**src/rtl/time_set_ctrl.sv**
```systemverilog
// Clock/calendar time-of-day keeper with a three-state set mode (RUN, SET_HOUR, SET_MIN).
// All outputs come straight from registers; sequencing is one next-state block plus one register block.
module time_set_ctrl #(
  parameter int unsigned INIT_HOUR = 0,
  parameter int unsigned INIT_MIN  = 0
) (
  input  logic       clk_i,
  input  logic       rst_i,
  input  logic       tick_1hz_i,
  input  logic       mode_btn_i,
  input  logic       inc_btn_i,
  output logic [4:0] hour_o,
  output logic [5:0] min_o,
  output logic [5:0] sec_o,
  output logic [1:0] mode_o,
  output logic       blink_o,
  output logic       hour_tick_o,
  output logic       day_tick_o
);

  localparam logic [1:0] ST_RUN      = 2'b00;
  localparam logic [1:0] ST_SET_HOUR = 2'b01;
  localparam logic [1:0] ST_SET_MIN  = 2'b10;

  localparam logic [4:0] INIT_HOUR_C = INIT_HOUR[4:0];
  localparam logic [5:0] INIT_MIN_C  = INIT_MIN[5:0];

  logic [4:0] hour_q, hour_d;
  logic [5:0] min_q, min_d;
  logic [5:0] sec_q, sec_d;
  logic [1:0] mode_q, mode_d;
  logic       blink_q, blink_d;
  logic       hour_tick_q, hour_tick_d;
  logic       day_tick_q, day_tick_d;

  logic       sec_wrap_s, min_wrap_s, hour_wrap_s;
  logic [4:0] hour_inc_s;
  logic [5:0] min_inc_s, sec_inc_s;

  // Wrap detection uses >= so a corrupted field still folds back into range.
  assign sec_wrap_s  = (sec_q  >= 6'd59);
  assign min_wrap_s  = (min_q  >= 6'd59);
  assign hour_wrap_s = (hour_q >= 5'd23);
  assign sec_inc_s   = sec_wrap_s  ? 6'd0 : sec_q  + 6'd1;
  assign min_inc_s   = min_wrap_s  ? 6'd0 : min_q  + 6'd1;
  assign hour_inc_s  = hour_wrap_s ? 5'd0 : hour_q + 5'd1;

  // Next-state: mode button beats increment, increment beats tick-driven blink toggle.
  always_comb begin
    hour_d      = hour_q;
    min_d       = min_q;
    sec_d       = sec_q;
    mode_d      = mode_q;
    blink_d     = blink_q;
    hour_tick_d = 1'b0;
    day_tick_d  = 1'b0;
    case (mode_q)
      ST_RUN: begin
        blink_d = 1'b1;
        if (tick_1hz_i) begin
          sec_d = sec_inc_s;
          if (sec_wrap_s) begin
            min_d = min_inc_s;
            if (min_wrap_s) begin
              hour_d      = hour_inc_s;
              hour_tick_d = 1'b1;
              day_tick_d  = hour_wrap_s;
            end else begin
              hour_d = hour_q;
            end
          end else begin
            min_d = min_q;
          end
        end else begin
          sec_d = sec_q;
        end
        if (mode_btn_i) begin
          mode_d = ST_SET_HOUR;
        end else begin
          mode_d = ST_RUN;
        end
      end
      ST_SET_HOUR: begin
        if (mode_btn_i) begin
          mode_d  = ST_SET_MIN;
          sec_d   = 6'd0;
          blink_d = 1'b1;
        end else if (inc_btn_i) begin
          hour_d  = hour_inc_s;
          blink_d = 1'b1;
        end else if (tick_1hz_i) begin
          blink_d = ~blink_q;
        end else begin
          blink_d = blink_q;
        end
      end
      ST_SET_MIN: begin
        sec_d = 6'd0;
        if (mode_btn_i) begin
          mode_d  = ST_RUN;
          blink_d = 1'b1;
        end else if (inc_btn_i) begin
          min_d   = min_inc_s;
          blink_d = 1'b1;
        end else if (tick_1hz_i) begin
          blink_d = ~blink_q;
        end else begin
          blink_d = blink_q;
        end
      end
      default: begin
        mode_d  = ST_RUN;
        blink_d = 1'b1;
      end
    endcase
  end

  // State registers with synchronous reset that overrides every input.
  always_ff @(posedge clk_i) begin
    if (rst_i) begin
      hour_q      <= INIT_HOUR_C;
      min_q       <= INIT_MIN_C;
      sec_q       <= 6'd0;
      mode_q      <= ST_RUN;
      blink_q     <= 1'b1;
      hour_tick_q <= 1'b0;
      day_tick_q  <= 1'b0;
    end else begin
      hour_q      <= hour_d;
      min_q       <= min_d;
      sec_q       <= sec_d;
      mode_q      <= mode_d;
      blink_q     <= blink_d;
      hour_tick_q <= hour_tick_d;
      day_tick_q  <= day_tick_d;
    end
  end

  assign hour_o      = hour_q;
  assign min_o       = min_q;
  assign sec_o       = sec_q;
  assign mode_o      = mode_q;
  assign blink_o     = blink_q;
  assign hour_tick_o = hour_tick_q;
  assign day_tick_o  = day_tick_q;

endmodule

```
**config.mk**
```make
export PLATFORM = sky130hd
export DESIGN_NAME = time_set_ctrl
export DESIGN_NICKNAME = d
export VERILOG_FILES = /design/src/rtl/time_set_ctrl.sv
export SDC_FILE = /design/constraint.sdc
export NUM_CORES = 1
export LEC_CHECK = 0
export ABC_AREA = 1
export BUFFER_PORTS_ARGS = -buffer_cell sky130_fd_sc_hd__buf_4
export CELL_PAD_IN_SITES_DETAIL_PLACEMENT = 0
export CELL_PAD_IN_SITES_GLOBAL_PLACEMENT = 1
export CORE_MARGIN = 1
export CORE_UTILIZATION = 30
export CTS_CLUSTER_DIAMETER = 200
export DETAILED_ROUTE_END_ITERATION = 8
export GPL_ROUTABILITY_DRIVEN = 0
export MAX_ROUTING_LAYER = met4
export PLACE_DENSITY = 0.7
export SYNTH_ARGS = -nofsm -noshare
export SYNTH_HDL_FRONTEND = slang
export SYNTH_SLANG_ARGS = --single-unit
export TNS_END_PERCENT = 20
```
**constraint.sdc**
```tcl
create_clock -name clk_i -period 1.5 [get_ports clk_i]
set_clock_uncertainty 0.2 [all_clocks]
set_input_delay 0.3 -clock clk_i [delete_from_list [all_inputs] [get_ports clk_i]]
set_output_delay 0.3 -clock clk_i [all_outputs]
set_load 0.1 [all_outputs]
```
After elaboration in Yosys (flattened, before gate mapping)
Index checks and enable logic that the tools add are counted.

word-level totals
  bits of input ports = 5
  logic and storage cells = 64
  bits in registers = 22

operators by class
  reduce and logical (&&, ||, !) cells = 12
  bitwise operators = 6
  add/subtract/negate cells = 3
  muxes and demuxes = 22
  equality and inequality tests = 11
  order comparisons = 3

operators by type and width
  cell                 number
  $mux 6               8
  $mux 5               6
  $ne 2x2->1 const B   9
  $pmux 6 s3           1
  $add 6x1->6 const B  2
  $ge 6x6->1 const B   2
  $pmux 6 s2           1
  $pmux 5 s2           1
  $reduce_or 4->1      2
  $not 1->1            6
  $pmux 2 s3           1
  $reduce_and 6->1     1
  $add 5x1->5 const B  1
  $ge 5x5->1 const B   1
  $reduce_and 5->1     1
  $reduce_or 5->1      1
  $mux 2               2
  $reduce_bool 2->1    2
  $reduce_and 3->1     1
  $reduce_bool 3->1    1
  $eq 2x1->1 const B   1
  $eq 2x2->1 const B   1
  $logic_not 2->1      1
  $mux 1               2
  2 further kinds      2

Longest topological paths before layout
Gate-level depths: netlist of the first run.

  depth after elaboration = 6
  gate-level depth with buffers = 9
  depth with buffers taken out = 9

Worst setup path before layout of the first run
OpenSTA, ideal clock, no wires.

  path type = reg2reg
  start = register mode_q[1], in the netlist mode_o[1]
  end = register sec_q[5], in the netlist sec_o[5]
  arrival time = 2.150 ns
  library setup time = 0.071 ns
  stages on the path, launching flop included = 9
  required time = 1.229 ns
  setup slack = -0.921 ns
  path buffers = 0
  cell sequence = dfxtp_1 -> inv_1 -> ha_1 -> inv_2 -> or2_4 -> nand2_4 -> nor3_2 -> nand2_1 -> a21oi_1

on the way
  cells in the longest elaborated chain, start to end = 3

RTL lines
  what                                                              line  RTL
  from (decl)                                                       31    logic [1:0] mode_q, mode_d;
  from (signal assigned)                                            132   mode_q <= mode_d;
  $eq 2x1->1 (tied with other cells)                                57    case (mode_q)
  $ne 2x2->1 (no source line) or $reduce_bool 3->1 (tied branches)  n/a
  $reduce_and 3->1 (no source line)                                 n/a
  to (signal assigned)                                              123   sec_q <= 6'd0;
  to (signal assigned)                                              131   sec_q <= sec_d;
  to (decl)                                                         30    logic [5:0] sec_q, sec_d;

Several ways; a longest one is shown, not always the timed one.
A chain may end at the register's enable or synchronous reset.

Worst setup path in the final report of the first run
  start = register mode_q[0], in the netlist mode_o[0]
  end = register min_q[0], in the netlist min_o[0]

on the way
  cells in the longest elaborated chain, start to end = 3

RTL lines
  what                                                              line  RTL
  $eq 2x2->1 or $logic_not 2->1 (tied branches)                     57
  $ne 2x2->1 (no source line) or $reduce_bool 2->1 (tied branches)  n/a
  $reduce_and 5->1 (no source line)                                 n/a
  to (signal assigned)                                              130   min_q <= min_d;
  to (decl)                                                         29    logic [5:0] min_q, min_d;

Several ways; a longest one is shown, not always the timed one.

==> flow_results.xml, run 1 <==
<?xml version="1.0" encoding="UTF-8"?>
<metrics>
  <group name="timing">
    <metric name="fin_tns_setup" unit="ps">-341.9</metric>
    <metric name="max_slew_margin" unit="%">80.85</metric>
    <metric name="final-hold-violation-count" unit="">0</metric>
    <metric name="timing.fmax" unit="MHz">637.6</metric>
    <metric name="rsz_0062_raised_after_global_routing" unit="">yes</metric>
    <metric name="tightestPinTransition" unit="ps">286.9</metric>
    <metric name="min_period" unit="ps">1568</metric>
    <metric name="final.period_utilization" unit="%">104.6</metric>
    <metric name="final-max-slew-violation-count" unit="">0</metric>
    <metric name="setup_slack" unit="ps">-68.49</metric>
    <metric name="setup-violations-final" unit="">8</metric>
  </group>
  <group name="cells_and_area">
    <metric name="most-common-layout-cells" unit="">sky130_fd_sc_hd__nand2_1, sky130_fd_sc_hd__buf_4, sky130_fd_sc_hd__nor2_1, sky130_fd_sc_hd__nand3_1, sky130_fd_sc_hd__dfxtp_4</metric>
    <metric name="number_of_nets_in_the_finished_design" unit="">225</metric>
    <metric name="multi_input_combinational_cell_area" unit="sq um">823.3</metric>
    <metric name="antenna_cells_inserted" unit="">0</metric>
    <metric name="regArea" unit="sq um">496.7</metric>
    <metric name="final_cell_count_no_fill" unit="">259</metric>
    <metric name="final_common_cell" unit="">sky130_fd_sc_hd__nand2_1</metric>
    <metric name="fillers" unit="">381</metric>
    <metric name="syn2layout_area_growth" unit="%">51.38</metric>
    <metric name="final_design_area_no_fill" unit="sq um">1854</metric>
    <metric name="fraction_of_layout_instances_using_a_drive_strength_above_1" unit="%">46.45</metric>
  </group>
  <group name="hold_path">
    <metric name="worst_hold_path_type" unit="">input pin to flip-flop</metric>
  </group>
  <group name="floorplan">
    <metric name="placement_rows" unit="">22</metric>
    <metric name="io_pins" unit="">27</metric>
    <metric name="die-height" unit="microns">65.90</metric>
    <metric name="core_area" unit="sq um">3799</metric>
    <metric name="floorplan.initialDensity" unit="%">32.25</metric>
    <metric name="design.die.area" unit="sq um">4343</metric>
    <metric name="die_width" unit="microns">65.90</metric>
  </group>
  <group name="routing">
    <metric name="first_iter_violations" unit="">52</metric>
    <metric name="routed_wirelength" unit="microns">2979</metric>
    <metric name="routed_via_density" unit="">4.645</metric>
    <metric name="routed-via-count" unit="">1203</metric>
    <metric name="route.detailed.drc" unit="">0</metric>
    <metric name="wire_per_inst" unit="microns">11.50</metric>
    <metric name="antenna_violating_nets_post_route" unit="">0</metric>
    <metric name="detailedRoute.firstPassIterationCount" unit="">4</metric>
  </group>
  <group name="clock_tree">
    <metric name="cts.path.max_buffers" unit="">2</metric>
    <metric name="htree_num_levels" unit="">1</metric>
    <metric name="cts.sink_count" unit="">22</metric>
    <metric name="postCtsSetupRepairBufs" unit="">0</metric>
    <metric name="worstSkewPairLatency" unit="ps">270</metric>
    <metric name="cts_inserted_buffers" unit="">3</metric>
    <metric name="cts_tree" unit="">yes</metric>
    <metric name="path_clk_slew" unit="ps">80</metric>
    <metric name="cts-root-buf" unit="">sky130_fd_sc_hd__clkbuf_8</metric>
  </group>
  <group name="status">
    <metric name="outcome" unit="">finished with violations</metric>
    <metric name="violations" unit="">negative setup slack</metric>
  </group>
  <group name="placement">
    <metric name="hpwlAfterDp" unit="microns">2279</metric>
    <metric name="detailedPlace.worstSlack" unit="ps">-82.46</metric>
    <metric name="dpl_cell_area" unit="sq um">1734</metric>
    <metric name="portBuffers" unit="">26</metric>
    <metric name="numPlacedInstances" unit="">255</metric>
  </group>
  <group name="setup_path">
    <metric name="cell_type_group_with_the_largest_total_delay_on_the_critical_path" unit="">simple AND/OR/NAND/NOR gates</metric>
    <metric name="crit_fanout" unit="">9</metric>
    <metric name="crit_required" unit="ps">1500</metric>
    <metric name="worst-path-buf-inv" unit="">1</metric>
    <metric name="critPathSlowestCell" unit="">sky130_fd_sc_hd__dfxtp_4</metric>
    <metric name="cp_cell_sequence" unit="">inv_4 &gt; ha_2 &gt; nor2_2 &gt; a21oi_4 &gt; nand2_4 &gt; or2_1 &gt; a21oi_2</metric>
    <metric name="worst-endpoint-arrival" unit="ps">1570</metric>
    <metric name="timing.setup.critical_path_class" unit="">flip-flop to flip-flop</metric>
    <metric name="worstSetupStartpointType" unit="">flip-flop</metric>
    <metric name="critical-path-max-stage-delay" unit="ps">380</metric>
    <metric name="setup.worst_path.end_class" unit="">flip-flop</metric>
  </group>
  <group name="yosys">
    <metric name="synth-seq-area-share" unit="%">35.96</metric>
    <metric name="syn_nets" unit="">179</metric>
    <metric name="post_synthesis_sequential_element_count" unit="">22</metric>
    <metric name="synth_warnings" unit="">0</metric>
    <metric name="netlist_instances" unit="">166</metric>
    <metric name="syn_avg_cell_area" unit="sq um">7.379</metric>
    <metric name="yosysUniqueCellTypes" unit="">26</metric>
    <metric name="synth_area" unit="sq um">1225</metric>
  </group>
  <group name="pwr">
    <metric name="power.clock.fraction" unit="%">27.6</metric>
    <metric name="register_share_of_total_power" unit="%">39.4</metric>
    <metric name="switchingPower" unit="uW">560.7</metric>
    <metric name="power.share.switching" unit="%">35.45</metric>
    <metric name="power.combinational.fraction" unit="%">33.0</metric>
    <metric name="powerDensity" unit="nW/um^2">852.9</metric>
    <metric name="leakage" unit="uW">0.0007939</metric>
    <metric name="vdd.ir_drop.worst" unit="mV">0.3423</metric>
    <metric name="power_report.internal_total" unit="uW">1021</metric>
    <metric name="total_power" unit="uW">1582</metric>
  </group>
  <group name="global_routing">
    <metric name="grt_antenna_before_repair" unit="">0</metric>
    <metric name="largest_net_degree_at_the_start_of_global_routing" unit="">13</metric>
    <metric name="grtUsageTotal" unit="%">16.25</metric>
    <metric name="first_global_vias" unit="">1198</metric>
    <metric name="grt.overflow.total" unit="">0</metric>
    <metric name="grt_pass1_wl" unit="microns">5347</metric>
  </group>
  <group name="flow_run">
    <metric name="max_cap_viol_count" unit="">0</metric>
  </group>
</metrics>
[synth_stat cells, drive strengths merged]
| library cell | number | area [sq um] |
|---|---|---|
| nand2 | 42 | 180.2 |
| a22oi | 1 | 7.510 |
| nor3 | 5 | 40.04 |
| dfxtp | 22 | 440.4 |
| or2 | 2 | 15.02 |
| xnor2 | 2 | 17.52 |
| a21boi | 1 | 7.510 |
| nor2 | 23 | 91.34 |
| xor2 | 4 | 35.03 |
| clkbuf | 1 | 3.750 |
| o21ai | 4 | 23.77 |
| nand3 | 16 | 90.09 |
| nand3b | 1 | 7.510 |
| nand4 | 1 | 6.260 |
| ha | 8 | 100.1 |
| inv | 17 | 63.81 |
| a21oi | 16 | 95.10 |
[per-stage QoR]
| step | utilization [%] | hold slack, ps |
|---|---|---|
| floorplan | - | 159.4 |
| global placement | 45.65 | 269.1 |
| detailed placement | 45.65 | 277.5 |
| CTS | 47.86 | 40.45 |
| global route | 48.81 | 50.14 |
| finish | 48.81 | 41.82 |
[worst paths after layout]
check,slack (ps),cells past startpoint,to,from
setup / recovery,-70,7,min_o[0],mode_o[0]
hold reg to reg,300,2,hour_o[3],hour_o[3]
setup reg to reg,-70,7,min_o[0],mode_o[0]
hold / removal,40,3,blink_o,inc_btn_i
[logic make-up after synthesis]
kind of cell | after synthesis | synth area share, %
AOI/OAI and AO/OA | 22 | 10.93
xor gates and xnor gates | 6 | 4.290
adders and majority gates | 8 | 8.172
buffers and inverters | 18 | 5.515
DFF | 22 | 35.95
and+or+nand+nor | 90 | 35.14
[sequential cells by signal, indices dropped and copies added (netlist names)]
signal and flops:
day_tick_o 1, blink_o 1, sec_o 6, hour_tick_o 1
min_o 6, hour_o 5, mode_o 2
[power groups by stage]
stage	clock network [uW]	registers [uW]	logic (uW)
after floorplan	0	795	193
after global placement	0	635	479
after detailed placement	0	638	485
after CTS	452	624	504
after global routing	474	627	557
final	436	623	522
[layer usage]
| layer | GRT usage, % | part of all wire, % | up-vias |
|---|---|---|---|
| met2 | 25.38 | 45 | 29 |
| met5 | - | 0 | - |
| met1 | 20.77 | 49 | 543 |
| met3 | 2.586 | 4.1 | 5 |
| li1 | - | - | 626 |
| met4 | 6.522 | 1.9 | 0 |
[area by class of cell]
class                   instances  share of cell area, %
multi-input cells             126                  44.40
flip-flops and latches         22                  26.79
repair buffers                 42                  18.89
inverters                      17                  3.711
well taps                      48                  3.239
clock buffers                   4                  2.969
[worst reg2reg max path: cells and delay by family, from the launching register on]
kind / cells / cell delay (ps)
and+or+nand+nor: 3 / 390
DFF: 1 / 380
AOI/OAI and AO/OA: 2 / 250
adders and majority gates: 1 / 220
buffers and inverters: 1 / 70
[what timing repair did]
| item | 4_1_cts | 5_1_grt |
|---|---|---|
| setup endpoints to repair | 22 | 23 |
| endpoints found under the hold margin | 0 | 0 |
| cloned | 0 | 0 |
| gates resized for setup | 8 | 14 |
| pin swaps | 1 | 1 |
| hold buffers | 0 | 0 |
Power figures use the tool's default switching activity.
==> run 2: changes to the inputs <==
Settings changed: PLACE_DENSITY 0.7 to 0.67.
Clock period 1.5 ns to 1.65 ns, I/O delays scaled along.
==> run 2 against run 1 <==
Against the previous run:
- the flow still finishes with violations (negative setup slack)
- count of clock-buffer cells in the layout unchanged
- critical path depth unchanged
- maximum frequency decreased by 5.0%
- combinational power decreased by 13%
- first-iteration DRC count decreased by 52%
- sequential power decreased by 8.2%
- largest cell class unchanged
==> flow_results.xml, run 2 (same netlist as run 1, synthesis figures left out) <==
<?xml version="1.0" encoding="UTF-8"?>
<metrics>
  <group name="floorplan">
    <metric name="die-height" unit="microns">65.90</metric>
    <metric name="io_pins" unit="">27</metric>
    <metric name="placement_rows" unit="">22</metric>
    <metric name="die_width" unit="microns">65.90</metric>
    <metric name="core_area" unit="sq um">3799</metric>
    <metric name="design.die.area" unit="sq um">4343</metric>
    <metric name="floorplan.initialDensity" unit="%">32.25</metric>
  </group>
  <group name="setup_path">
    <metric name="worstRegToRegCells" unit="">7</metric>
    <metric name="crit_fanout" unit="">4</metric>
    <metric name="worst-r2r-setup-slack" unit="ps">-0.2</metric>
    <metric name="timing.setup.critical_path_class" unit="">flip-flop to flip-flop</metric>
    <metric name="worst_r2r_endpoint" unit="">sec_o[2]</metric>
    <metric name="crit_required" unit="ps">1640</metric>
    <metric name="worst-endpoint-arrival" unit="ps">1640</metric>
    <metric name="worstSetupStartpointType" unit="">flip-flop</metric>
    <metric name="worstSetupStartpoint" unit="">mode_o[1]</metric>
    <metric name="timing.rr.start" unit="">mode_o[1]</metric>
    <metric name="setup.worst_path.end_class" unit="">flip-flop</metric>
  </group>
  <group name="cells_and_area">
    <metric name="final_common_cell" unit="">sky130_fd_sc_hd__nand2_1</metric>
    <metric name="post-route-util" unit="%">46.94</metric>
    <metric name="number_of_nets_in_the_finished_design" unit="">218</metric>
    <metric name="syn2layout_area_growth" unit="%">45.56</metric>
    <metric name="fillers" unit="">380</metric>
    <metric name="most-common-layout-cells" unit="">sky130_fd_sc_hd__nand2_1, sky130_fd_sc_hd__buf_4, sky130_fd_sc_hd__nor2_1, sky130_fd_sc_hd__nand3_1, sky130_fd_sc_hd__dfxtp_4</metric>
    <metric name="antenna_cells_inserted" unit="">0</metric>
    <metric name="fraction_of_layout_instances_using_a_drive_strength_above_1" unit="%">43.63</metric>
    <metric name="final_design_area_no_fill" unit="sq um">1783</metric>
  </group>
  <group name="clock_tree">
    <metric name="cts_hold_buffers" unit="">0</metric>
    <metric name="cts_tree" unit="">yes</metric>
    <metric name="cts_inserted_buffers" unit="">3</metric>
    <metric name="worstSkewPairLatency" unit="ps">260</metric>
    <metric name="htree_num_levels" unit="">1</metric>
    <metric name="path_clk_slew" unit="ps">80</metric>
    <metric name="cts-root-buf" unit="">sky130_fd_sc_hd__clkbuf_8</metric>
    <metric name="cts.path.max_buffers" unit="">2</metric>
    <metric name="cts.sink_count" unit="">22</metric>
  </group>
  <group name="pwr">
    <metric name="leakage" unit="uW">0.0007536</metric>
    <metric name="powerDensity" unit="nW/um^2">767.1</metric>
    <metric name="vdd.ir_drop.worst" unit="mV">0.3529</metric>
  </group>
  <group name="timing">
    <metric name="tightestPinTransition" unit="ps">291.5</metric>
    <metric name="final-hold-violation-count" unit="">0</metric>
    <metric name="setup-violations-final" unit="">1</metric>
    <metric name="final.period_utilization" unit="%">100.0</metric>
    <metric name="max_slew_margin" unit="%">80.55</metric>
    <metric name="timing.fmax" unit="MHz">606.0</metric>
    <metric name="final-max-slew-violation-count" unit="">0</metric>
    <metric name="rsz_0062_raised_after_global_routing" unit="">yes</metric>
    <metric name="setup_slack" unit="ps">-0.1723</metric>
    <metric name="min_period" unit="ps">1650</metric>
  </group>
  <group name="global_routing">
    <metric name="first_global_vias" unit="">1115</metric>
    <metric name="largest_net_degree_at_the_start_of_global_routing" unit="">13</metric>
    <metric name="met3_usage" unit="%">2.586</metric>
    <metric name="grtUsageTotal" unit="%">14.83</metric>
    <metric name="globalRoute.busiestLayer" unit="">met2</metric>
    <metric name="grt_antenna_before_repair" unit="">0</metric>
    <metric name="use_met1" unit="%">18.59</metric>
    <metric name="groute.layer.met2.usage" unit="%">23.98</metric>
    <metric name="grt.overflow.total" unit="">0</metric>
    <metric name="grt_pass1_wl" unit="microns">4816</metric>
  </group>
  <group name="routing">
    <metric name="detailedRoute.firstPassIterationCount" unit="">4</metric>
    <metric name="routed_wirelength" unit="microns">2850</metric>
    <metric name="antenna_violating_nets_post_route" unit="">0</metric>
    <metric name="routed-via-count" unit="">1171</metric>
    <metric name="route.detailed.drc" unit="">0</metric>
    <metric name="wire_per_inst" unit="microns">11.31</metric>
    <metric name="routed_via_density" unit="">4.647</metric>
    <metric name="first_iter_violations" unit="">25</metric>
  </group>
  <group name="hold_path">
    <metric name="hp-start" unit="">inc_btn_i</metric>
    <metric name="worst_hold_path_type" unit="">input pin to flip-flop</metric>
    <metric name="holdPathStages" unit="">3</metric>
    <metric name="min_delay_worst_endpoint" unit="">blink_o</metric>
  </group>
  <group name="status">
    <metric name="outcome" unit="">finished with violations</metric>
    <metric name="violations" unit="">negative setup slack</metric>
  </group>
  <group name="flow_run">
    <metric name="max_cap_viol_count" unit="">0</metric>
  </group>
  <group name="placement">
    <metric name="hpwlAfterDp" unit="microns">2188</metric>
    <metric name="portBuffers" unit="">26</metric>
    <metric name="dpl_cell_area" unit="sq um">1629</metric>
  </group>
</metrics>
-- run 2: cell types whose count changed in the layout (fill, tap and decap cells not counted), sizes merged --
cell	delta
buf	-7
-- run 2: stage by stage --
stage / std cells / setup TNS [ps] / power, uW / worst slack [ps] / hold WS, ps
after floorplan: 166 / -277.6 / 898.4 / -51.43 / 189.4
after global routing: 252 / -339.4 / 1445 / -65.09 / 89.09
after detailed placement: 241 / 0 / 985.7 / 56.21 / 275.9
after global placement: 241 / 0 / 978.9 / 67.74 / 263.3
final: 252 / -0.1723 / 1368 / -0.1723 / 102.9
after CTS: 245 / 0 / 1335 / 39.25 / 94.12
-- run 2: routing by layer --
| layer | share of wire (%) | up-vias |
|---|---|---|
| met5 | 0 | - |
| li1 | - | 614 |
| met1 | 49 | 533 |
| met3 | 3.7 | 2 |
| met4 | 0.88 | 0 |
| met2 | 47 | 22 |
-- run 2: final cells by class --
class	instances	area [sq um]	area share (%)
repair buffers	35	275.3	15.44
multi-input cells	126	834.6	46.81
well taps	48	60.06	3.368
clock buffers	4	45.04	2.526
inverters	17	71.32	4.000
flip-flops and latches	22	496.7	27.86
-- run 2: repair_timing --
action / in CTS / in global routing
gates resized for setup: 0 / 13
setup buffers: 0 / 7
endpoints found under the setup margin: 0 / 16
-- run 2: worst max-delay path by stage --
stage | slack, ps | end
floorplan | -50 | min_o[0]
detailed placement | 60 | sec_o[2]
finish | -0.2 | sec_o[2]
global route | -70 | sec_o[2]
global placement | 70 | sec_o[3]
CTS | 40 | sec_o[2]
-- run 2: report_power, final --
part,leakage [uW],switching [uW],internal [uW]
clock network,0.0000228,171,172
logic,0.000540,294,158
registers,0.000191,29.7,543
total,0.000754,495,873
-- run 2: critical path: stages (launching register included) --
cell                      delay (ps)
sky130_fd_sc_hd__dfxtp_4         380
sky130_fd_sc_hd__inv_6            50
sky130_fd_sc_hd__ha_4            160
sky130_fd_sc_hd__a21oi_4         220
sky130_fd_sc_hd__nand2_8          80
sky130_fd_sc_hd__nor3_4          240
sky130_fd_sc_hd__nand3_2         110
sky130_fd_sc_hd__a21oi_2         140
==> run 3: changes to the inputs <==
Settings changed: PLACE_DENSITY 0.67 to 0.68.
==> run 3 against run 2 <==
Against the previous run:
- the flow now finishes without violations
- combinational power down 7.5%
- sequential power about the same
- largest cell class unchanged
- highest routed layer unchanged
- design area down 2.5%
==> flow_results.xml, run 3 (same netlist as run 1, synthesis figures left out) <==
<?xml version="1.0" encoding="UTF-8"?>
<metrics>
  <group name="clock_tree">
    <metric name="cts_inserted_buffers" unit="">3</metric>
    <metric name="cts_tree" unit="">yes</metric>
    <metric name="cts.path.max_buffers" unit="">2</metric>
    <metric name="htree_num_levels" unit="">1</metric>
    <metric name="path_clk_slew" unit="ps">80</metric>
    <metric name="cts.sink_count" unit="">22</metric>
    <metric name="cts-root-buf" unit="">sky130_fd_sc_hd__clkbuf_8</metric>
    <metric name="worstSkewPairLatency" unit="ps">260</metric>
    <metric name="cts_hold_buffers" unit="">0</metric>
  </group>
  <group name="cells_and_area">
    <metric name="number_of_nets_in_the_finished_design" unit="">215</metric>
    <metric name="most-common-layout-cells" unit="">sky130_fd_sc_hd__nand2_1, sky130_fd_sc_hd__buf_4, sky130_fd_sc_hd__nor2_1, sky130_fd_sc_hd__nand3_1, sky130_fd_sc_hd__a21oi_1</metric>
    <metric name="antenna_cells_inserted" unit="">0</metric>
    <metric name="final_design_area_no_fill" unit="sq um">1738</metric>
    <metric name="post-route-util" unit="%">45.75</metric>
    <metric name="syn2layout_area_growth" unit="%">41.88</metric>
    <metric name="final_common_cell" unit="">sky130_fd_sc_hd__nand2_1</metric>
    <metric name="fraction_of_layout_instances_using_a_drive_strength_above_1" unit="%">40.80</metric>
    <metric name="final_cell_count_no_fill" unit="">249</metric>
  </group>
  <group name="floorplan">
    <metric name="core_area" unit="sq um">3799</metric>
    <metric name="die-height" unit="microns">65.90</metric>
    <metric name="io_pins" unit="">27</metric>
    <metric name="placement_rows" unit="">22</metric>
    <metric name="die_width" unit="microns">65.90</metric>
    <metric name="design.die.area" unit="sq um">4343</metric>
    <metric name="floorplan.initialDensity" unit="%">32.25</metric>
  </group>
  <group name="pwr">
    <metric name="switchingPower" unit="uW">485.6</metric>
    <metric name="vdd.ir_drop.worst" unit="mV">0.3217</metric>
    <metric name="leakage" unit="uW">0.0007408</metric>
    <metric name="power.share.switching" unit="%">35.34</metric>
    <metric name="register_share_of_total_power" unit="%">41.6</metric>
    <metric name="powerDensity" unit="nW/um^2">790.8</metric>
    <metric name="power_report.internal_total" unit="uW">888.7</metric>
    <metric name="power.clock.fraction" unit="%">28.0</metric>
    <metric name="power.combinational.fraction" unit="%">30.4</metric>
  </group>
  <group name="global_routing">
    <metric name="largest_net_degree_at_the_start_of_global_routing" unit="">13</metric>
    <metric name="first_global_vias" unit="">1053</metric>
    <metric name="grtUsageTotal" unit="%">14.55</metric>
    <metric name="grt_pass1_wl" unit="microns">4726</metric>
    <metric name="grt_antenna_before_repair" unit="">0</metric>
    <metric name="grt.overflow.total" unit="">0</metric>
  </group>
  <group name="routing">
    <metric name="routed-via-count" unit="">1162</metric>
    <metric name="routed_wirelength" unit="microns">2885</metric>
    <metric name="detailedRoute.firstPassIterationCount" unit="">4</metric>
    <metric name="wire_per_inst" unit="microns">11.59</metric>
    <metric name="antenna_violating_nets_post_route" unit="">0</metric>
    <metric name="route.detailed.drc" unit="">0</metric>
    <metric name="routed_via_density" unit="">4.667</metric>
    <metric name="first_iter_violations" unit="">54</metric>
  </group>
  <group name="setup_path">
    <metric name="critPathSlowestCell" unit="">sky130_fd_sc_hd__dfxtp_4</metric>
    <metric name="cp_cell_sequence" unit="">buf_4 &gt; buf_4</metric>
    <metric name="worstSetupStartpoint" unit="">mode_o[0]</metric>
    <metric name="crit_required" unit="ps">1120</metric>
    <metric name="worst-r2r-setup-slack" unit="ps">80</metric>
    <metric name="worst_r2r_endpoint" unit="">min_o[0]</metric>
    <metric name="worstRegToRegCells" unit="">7</metric>
    <metric name="timing.rr.start" unit="">mode_o[0]</metric>
    <metric name="worst-endpoint-arrival" unit="ps">1070</metric>
    <metric name="worstSetupStartpointType" unit="">flip-flop</metric>
    <metric name="worst_path_most_repeated_cell" unit="">sky130_fd_sc_hd__buf_4</metric>
    <metric name="setup.worst_path.end_class" unit="">primary output</metric>
    <metric name="timing.setup.critical_path_class" unit="">flip-flop to primary output</metric>
    <metric name="crit_fanout" unit="">6</metric>
    <metric name="critical-path-max-stage-delay" unit="ps">410</metric>
  </group>
  <group name="placement">
    <metric name="numPlacedInstances" unit="">241</metric>
    <metric name="hpwlAfterDp" unit="microns">2155</metric>
    <metric name="detailedPlace.worstSlack" unit="ps">46.37</metric>
    <metric name="dpl_cell_area" unit="sq um">1629</metric>
    <metric name="portBuffers" unit="">26</metric>
  </group>
  <group name="timing">
    <metric name="min_period" unit="ps">1599</metric>
    <metric name="final-max-slew-violation-count" unit="">0</metric>
    <metric name="max_slew_margin" unit="%">81.97</metric>
    <metric name="tightestPinTransition" unit="ps">270.1</metric>
    <metric name="timing.fmax" unit="MHz">625.4</metric>
    <metric name="rsz_0062_raised_after_global_routing" unit="">yes</metric>
    <metric name="setup-violations-final" unit="">0</metric>
    <metric name="final.period_utilization" unit="%">96.90</metric>
    <metric name="final-hold-violation-count" unit="">0</metric>
    <metric name="setup_slack" unit="ps">51.13</metric>
  </group>
  <group name="status">
    <metric name="outcome" unit="">complete, no violations</metric>
  </group>
  <group name="hold_path">
    <metric name="holdPathStages" unit="">3</metric>
    <metric name="worst_hold_path_type" unit="">input pin to flip-flop</metric>
    <metric name="hp-start" unit="">inc_btn_i</metric>
    <metric name="min_delay_worst_endpoint" unit="">blink_o</metric>
  </group>
  <group name="flow_run">
    <metric name="max_cap_viol_count" unit="">0</metric>
  </group>
</metrics>
## run 3: final cells by class
type                            instances  area, sq um
Clock buffer                            4        55.05
Fill cell                             394         2061
Inverter                               17        68.82
Multi-Input combinational cell        126        817.0
Sequential cell                        22        496.7
Tap cell                               48        60.06
Timing Repair Buffer                   32        240.2
## run 3: how the worst max path moves through the flow
stage	end	slack (ps)	depth (start not counted)
detailed placement	sec_o[3]	50	8
global route	sec_o[2]	-50	8
finish	mode_o[0]	50	2
CTS	sec_o[3]	30	8
global placement	sec_o[3]	60	8
floorplan	min_o[0]	-50	8
## run 3: worst max-delay path: cells and delay by family (launching register included)
kind	cells	cell delay [ps]
buffers and inverters	2	390
flip-flops	1	410
## run 3: power by group through the flow
| stage | Combinational, uW | Sequential [uW] | Clock, uW |
|---|---|---|---|
| floorplan | 175 | 723 | 0 |
| global placement | 398 | 583 | 0 |
| detailed placement | 402 | 585 | 0 |
| CTS | 403 | 572 | 403 |
| global route | 450 | 576 | 424 |
| finish | 418 | 571 | 385 |
## run 3: timing repair
item / 4_1_cts / 5_1_grt
setup endpoints to repair: 0 / 18
resized for setup: 0 / 5
setup buffers: 0 / 4
## run 3: through the flow
stage	setup TNS [ps]	power [uW]	hold WS [ps]
2_1_floorplan	-277.6	898.4	189.4
3_3_place_gp	0	981.2	262.3
3_5_place_dp	0	986.8	271.4
4_1_cts	0	1378	80.08
5_1_grt	-166.1	1449	108.2
6_report	0	1374	85.16
## run 3: metal layers
layer / wire (microns) / share of wire (%) / track usage (%) / up-vias
li1: - / - / - / 608
met1: 1420 / 49 / 19.85 / 523
met2: 1299 / 45 / 21.68 / 29
met3: 141 / 4.9 / 2.759 / 2
met4: 23 / 0.80 / 4.076 / 0
met5: 0 / 0 / - / -
